## src/rtl/mem_stage.sv

```systemverilog
// Memory-access stage of the ARM pipeline.
// Consumes the EXE/MEM register and produces the MEM/WB values. A word-addressed
// data memory sits behind a fixed-latency IDLE -> BUSY -> DONE access machine.
// While an access is in flight, ready is held low to freeze the upstream pipeline.
module mem_stage #(
  parameter int unsigned MEM_DEPTH   = 64,
  parameter int unsigned WAIT_CYCLES = 4,
  parameter logic [31:0] BASE_ADDR   = 32'd1024
) (
  input  logic        clk,
  input  logic        rst,
  input  logic        wb_en_in,
  input  logic        mem_r_en_in,
  input  logic        mem_w_en_in,
  input  logic [31:0] alu_res_in,
  input  logic [31:0] val_r_m_in,
  input  logic [3:0]  dest_in,
  output logic        wb_en_out,
  output logic        mem_r_en_out,
  output logic [31:0] alu_res_out,
  output logic [31:0] mem_data_out,
  output logic [3:0]  dest_out,
  output logic        ready,
  output logic        addr_err
);

  localparam int unsigned AW       = (MEM_DEPTH > 1) ? $clog2(MEM_DEPTH) : 1;
  localparam logic [3:0]  CNT_LOAD = 4'(WAIT_CYCLES - 1);

  typedef enum logic [1:0] {
    IDLE,
    BUSY,
    DONE
  } state_t;

  state_t        state_q, state_d;
  logic [3:0]    cnt_q, cnt_d;
  logic [31:0]   memData_q, memData_d;
  logic          addrErr_q, addrErr_d;
  logic [31:0]   mem_q [MEM_DEPTH];

  logic          req;
  logic          access;
  logic          doWrite;
  logic          inRange;
  logic [31:0]   offset;
  logic [31:0]   wordOffset;
  logic [AW-1:0] memIndex;

  // Request detection and address decode; the two byte-offset bits are dropped by the shift.
  assign req        = mem_r_en_in | mem_w_en_in;
  assign offset     = alu_res_in - BASE_ADDR;
  assign wordOffset = offset >> 2;
  assign inRange    = (alu_res_in >= BASE_ADDR) && (wordOffset < MEM_DEPTH);
  assign memIndex   = wordOffset[AW-1:0];

  // Pipeline-facing outputs; enables are gated so WB never captures a stalled instruction twice.
  assign ready        = ~req | (state_q == DONE);
  assign wb_en_out    = wb_en_in & ready;
  assign mem_r_en_out = mem_r_en_in & ready;
  assign alu_res_out  = alu_res_in;
  assign dest_out     = dest_in;
  assign mem_data_out = memData_q;
  assign addr_err     = addrErr_q;

  // State and latency counter registers.
  always_ff @(posedge clk or posedge rst) begin
    if (rst) begin
      state_q <= IDLE;
      cnt_q   <= 4'd0;
    end else begin
      state_q <= state_d;
      cnt_q   <= cnt_d;
    end
  end

  // Next-state logic; access fires on the edge that leaves BUSY with the counter exhausted.
  always_comb begin
    state_d = state_q;
    cnt_d   = cnt_q;
    access  = 1'b0;
    case (state_q)
      IDLE: begin
        if (req) begin
          state_d = BUSY;
          cnt_d   = CNT_LOAD;
        end
      end
      BUSY: begin
        if (cnt_q != 4'd0) begin
          cnt_d = cnt_q - 4'd1;
        end else begin
          state_d = DONE;
          access  = 1'b1;
        end
      end
      DONE: begin
        state_d = IDLE;
      end
      default: begin
        state_d = IDLE;
      end
    endcase
  end

  // Access outcome: a store wins when both enables are set; out-of-range returns zero and flags an error.
  always_comb begin
    memData_d = memData_q;
    addrErr_d = 1'b0;
    doWrite   = 1'b0;
    if (access) begin
      if (!inRange) begin
        memData_d = 32'd0;
        addrErr_d = 1'b1;
      end else if (mem_w_en_in) begin
        doWrite = 1'b1;
      end else begin
        memData_d = mem_q[memIndex];
      end
    end
  end

  // Load data and error pulse registers.
  always_ff @(posedge clk or posedge rst) begin
    if (rst) begin
      memData_q <= 32'd0;
      addrErr_q <= 1'b0;
    end else begin
      memData_q <= memData_d;
      addrErr_q <= addrErr_d;
    end
  end

  // Data memory array; reset clears every word so an aborted store leaves nothing behind.
  always_ff @(posedge clk or posedge rst) begin
    if (rst) begin
      for (int i = 0; i < int'(MEM_DEPTH); i++) begin
        mem_q[i] <= 32'd0;
      end
    end else if (doWrite) begin
      mem_q[memIndex] <= val_r_m_in;
    end
  end

endmodule
```

## config.mk

```make
export PLATFORM = sky130hd
export DESIGN_NAME = mem_stage
export DESIGN_NICKNAME = d
export VERILOG_FILES = /design/src/rtl/mem_stage.sv
export SDC_FILE = /design/constraint.sdc
export NUM_CORES = 2
export LEC_CHECK = 0
export ABC_AREA = 0
export CAP_MARGIN = 20
export CORE_AREA = 2 2 798 482
export DETAILED_ROUTE_END_ITERATION = 8
export DIE_AREA = 0 0 800 484
export SYNTH_ARGS = -nofsm -noshare
export SYNTH_HDL_FRONTEND = slang
export SYNTH_SLANG_ARGS = --single-unit
```

## constraint.sdc

```tcl
create_clock -name clk -period 142.6 [get_ports clk]
set_input_delay 28.52 -clock clk [delete_from_list [all_inputs] [get_ports clk]]
set_output_delay 28.52 -clock clk [all_outputs]
set_load 0.02 [all_outputs]
```

Word level (Yosys, flattened, before mapping)
Index checks and enable logic that the tools add are counted.

Bits in registers: 2087. Bits of input ports: 73. Output and inout port bits: 72. Word-level logic and storage cells: 115.

Add/sub/neg operators: 2. $lt $le $gt $ge: 4. Equality and inequality tests: 6. Multiplexer cells: 21. Bitwise operators: 6. Reduce and logical (&&, ||, !) cells: 8.

Operators by type and width (count): 2048-bit bitwise mux (1); 32-bit binary-select mux with 6-bit select (1); 32-bit demux with 6-bit select (1); 32-bit 2-to-1 mux (5); 32-bit by 11-bit greater-or-equal comparator with 1-bit output (second input constant) (1); 32-bit by 11-bit subtractor with 32-bit output (second input constant) (1); 30-bit by 7-bit < comparator with 1-bit output (second input constant) (1); 4-bit 2-to-1 mux (2); 2-bit != test (second input constant) (4); 4-bit case mux with 2 select lines (1); 7-bit greater-or-equal comparator (second input constant) (1); 7-bit by 1-bit < comparator with 1-bit output (second input constant) (1); 1-bit 2-to-1 mux (7); 6-bit inverter with 7-bit output (1); 2-bit 2-to-1 mux (2); 2-bit case mux with 2 select lines (1); 2-bit AND reduction (2); 4-bit nonzero test (1); 4-bit by 1-bit subtractor with 4-bit output (second input constant) (1); 3-bit AND reduction (1); 1-bit AND (2); 2-bit by 1-bit == test with 1-bit output (second input constant) (1); 2-bit == test (second input constant) (1); 1-bit logical AND (2); 4 further kinds (5).

Longest topological paths before layout
Depth after elaboration: 7. Gate-level depth with buffers: 12. Mapped depth without buffers: 8.

Least setup slack after synthesis
Ideal clock, no wire load.

Kind: input to output. Start point: in mem_w_en_in. End point: out wb_en_out. Arrival: 29.203 ns. Required time: 114.080 ns. Path slack: 84.877 ns. Stages: 2. Path buffers: 0. Cells stage by stage: o22ai_1 > and2_1.

Word-level cells in the longest chain between the ends: 4.

RTL lines: from (decl) (line 14) `input logic mem_w_en_in,`; 1-bit OR (line 51) `assign req = mem_r_en_in | mem_w_en_in;`; 1-bit inverter (line 58) `assign ready = ~req | (state_q == DONE);`; 1-bit OR (line 58); 1-bit AND (line 59) `assign wb_en_out = wb_en_in & ready;`; to (decl) (line 18) `output logic wb_en_out,`.

Every way passes these cells.

Worst setup path in the final report
Start point: in alu_res_in[5]. End point: out alu_res_out[5].

RTL lines: from (decl) (line 15) `input logic [31:0] alu_res_in,`; to (decl) (line 20) `output logic [31:0] alu_res_out,`.

No word-level cell between the ends.

==> summary.txt <==
Logic synthesis
  • Syn Nets: 7050
  • Post-synth top cells: mux2_2 (2118), dfrtp_1 (2087), clkbuf_1 (396)
  • EDFF count, synth: 0
  • Synthesized area: 0.0947 mm²
  • Syn Inst Count: 6975
  • Seq cells post-synth: 2087
  • Post-synth top area cell: dfrtp_1
  • Sequential area share after synthesis: 55.2%
  • Synth Area per Inst: 13.6 µm²
  • Ys flop type: dfrtp_1
  • Post-synthesis async set-or-reset flop share: 100%
  • Synth top area cells: dfrtp_1 (55%), mux2_2 (25%), o221ai_1 (2.5%)
  • Synth cell types: 69
  • Yosys top cell area share: 55.2%
  • Count leader, synth: mux2_2
  • Yosys warnings: 0

Critical path
  • Critical path arrival: 30.27 ns
  • Worst EP required: 114.08 ns
  • Worst-path cell chain: clkdlybuf4s50_1 -> clkdlybuf4s50_1
  • Worst setup EP type: primary output
  • Crit path max-delay family: buffers and inverters
  • Startpoint types: input port
  • Slowest CP cell: clkdlybuf4s50_1
  • Worst-path maximum fanout: 13
  • Critical path type: in -> out
  • CP max stage delay: 1.00 ns
  • Most common cell on crit path: clkdlybuf4s50_1
  • Critical path buffer and inverter count: 2

Timing
  • Worst Clk Skew: 0.0627 ns
  • Tcrit/Tclk final: 41.2%
  • RSZ-0062 raised after global routing: no
  • Fmax: 17.0 MHz
  • Slew HR: 17.4%
  • Final worst slack: 83.81 ns
  • WHS: 0.477 ns
  • Fin. max-slew vios: 0
  • Final hold violation count: 0
  • Final setup fails: 0
  • Fin crit period: 58.79 ns
  • Worst Tran Pin Value: 1.24 ns
  • Post-route setup TNS: 0 ns

Floorplan
  • Die W: 800 µm
  • Core Area: 0.381 mm²
  • Die Span Y: 484 µm
  • IO Pins: 145
  • Site row count: 176
  • Full die area: 0.387 mm²
  • Initial Util: 24.9%

Placement
  • Hpwl dp: 214000 µm
  • Place WS: 83.78 ns
  • Post-DP Area: 0.101 mm²
  • RD Place Congestion: 0.833
  • # port buffers: 132

Global route
  • GRT Total Usage: 18.3%
  • Vias in the first global route: 65900
  • Initial antenna violation count: 50
  • GR Overflow Total: 0
  • First-pass GRT wire length: 514000 µm
  • Largest net degree at the start of global routing: 202

Cells and area
  • Nets@finish: 6832
  • Synth-to-Final Area Change: 14.1%
  • Final cell utilization of the core: 28.4%
  • Multi-input logic area: 0.0396 mm²
  • Filler cells: 38100
  • Storage cell area: 0.0522 mm²
  • Layout cells sized above 1: 41.8%
  • Post-Layout Inst Area: 0.108 mm²

Clock tree
  • CTS tree: done
  • # Post-CTS Setup Buffers: 0
  • CTS clock-pin slew for the worst setup and hold paths: 0.06 ns
  • Clk buf depth: 4
  • Num CTS Buffers: 196
  • CTS root buffer: clkbuf_16
  • Skew-Pair Late Insertion Delay: 0.88 ns
  • Clk sinks: 2087
  • Htree depth: 4
  • PostCTS Resize Cnt: 0
  • Hold-fix buffers, CTS: 0

Drt
  • Routed WL per cell: 30.5 µm
  • DRC viols: 0
  • Vias: 65300
  • Initial DRC Count: 8077
  • Routed WL: 365000 µm
  • Vias per cell: 5.45
  • Routed Antenna Nets: 0
  • First-pass DRT Iterations: 6

Power
  • Cell Pwr Density: 11.3 mW/mm²
  • Lkg Pwr: 51.4 nW
  • VDD IR-drop max: 0.0000100 V

Job
  • Maxcap violations: 0

Outcome
  • Run status: finished, final reports clean

Hold path
  • Hold Crit Class: reg -> reg
-- kinds of logic after synthesis --
group	synth area share [%]
AND/OR/NAND/NOR	2.57
AO/OA/AOI/OAI	8.72
flip-flops	55.2
buffers and inverters	3.65
adder cells (fa/ha/maj)	0.0264
multiplexers	29.9
-- registers in the layout (all words and copies together), names as in the netlist --
signal and count:
mem_q 2048, mem_data_out 32, cnt_q 4, state_q 2
addr_err 1
-- worst reg2reg max path, cell delays in order (launching register included) --
cell and delay (ns):
dfrtp_1 0.36, inv_1 0.13, ha_1 0.17, nor3b_1 0.43, nand3_1 0.26, inv_1 0.21
o2111ai_4 0.39, buf_12 0.48, nor3_4 1.14, buf_4 0.79, mux2_2 0.46
-- worst paths after layout --
check / to / cells past startpoint / start / slack, ns
worst max-delay path: alu_res_out[5] / 2 / alu_res_in[5] / 83.81
worst min-delay path: cnt_q[0] / 1 / cnt_q[0] / 0.48
worst max register to register: mem_q[1811] / 10 / cnt_q[1] / 137.67
worst min register to register: cnt_q[0] / 1 / cnt_q[0] / 0.48
max in group asynchronous: mem_q[277] / 7 / rst / 110.40
min in group asynchronous: mem_q[1476] / 2 / rst / 28.25
-- power by group --
group / total (mW) / internal [mW] / switching (mW)
sequential: 0.593 / 0.593 / 0.000646
combinational: 0.0917 / 0.0210 / 0.0707
clock: 0.537 / 0.297 / 0.240
total: 1.22 / 0.911 / 0.311
-- area by class of cell --
type / count / area share (%)
Clock inverter: 46 / 0.478
Multi-Input combinational cell: 4090 / 36.6
Clock buffer: 290 / 5.37
Sequential cell: 2087 / 48.3
Inverter: 10 / 0.0498
Tap cell: 5073 / 5.87
Antenna cell: 18 / 0.0417
Timing Repair Buffer: 372 / 3.23
-- per-layer routing --
layer,track usage (%),wire length [µm],vias to the layer above
li1,-,-,25500
met1,26.0,157000,35200
met2,25.3,148000,3751
met3,6.64,44900,791
met4,6.69,14900,28
met5,0,190,-
-- placed cells by master (no fill, tap or decap), types with 20 or more instances in the layout --
master,n
buf_12,26
clkbuf_8,50
nor4_1,21
mux2i_1,101
mux2_2,2118
dfrtp_1,2087
a22oi_1,52
nor3_4,61
clkbuf_1,42
nor2_1,93
buf_2,32
a2bb2oi_1,26
mux4_2,82
a211oi_1,30
mux2_1,141
o22a_1,20
o22ai_1,354
a21oi_1,140
buf_4,204
o21ai_0,177
clkbuf_16,198
o221ai_1,272
clkinv_2,26
clkdlybuf4s50_1,97
nand2_1,144
-- per-stage QoR --
stage,power [mW],instances
after detailed placement,0.692,11600
after global routing,1.26,12000
after global placement,0.690,11600
after floorplan,0.656,6975
final,1.22,12000
after CTS,1.22,11900
(Power assumes the default switching activity.)
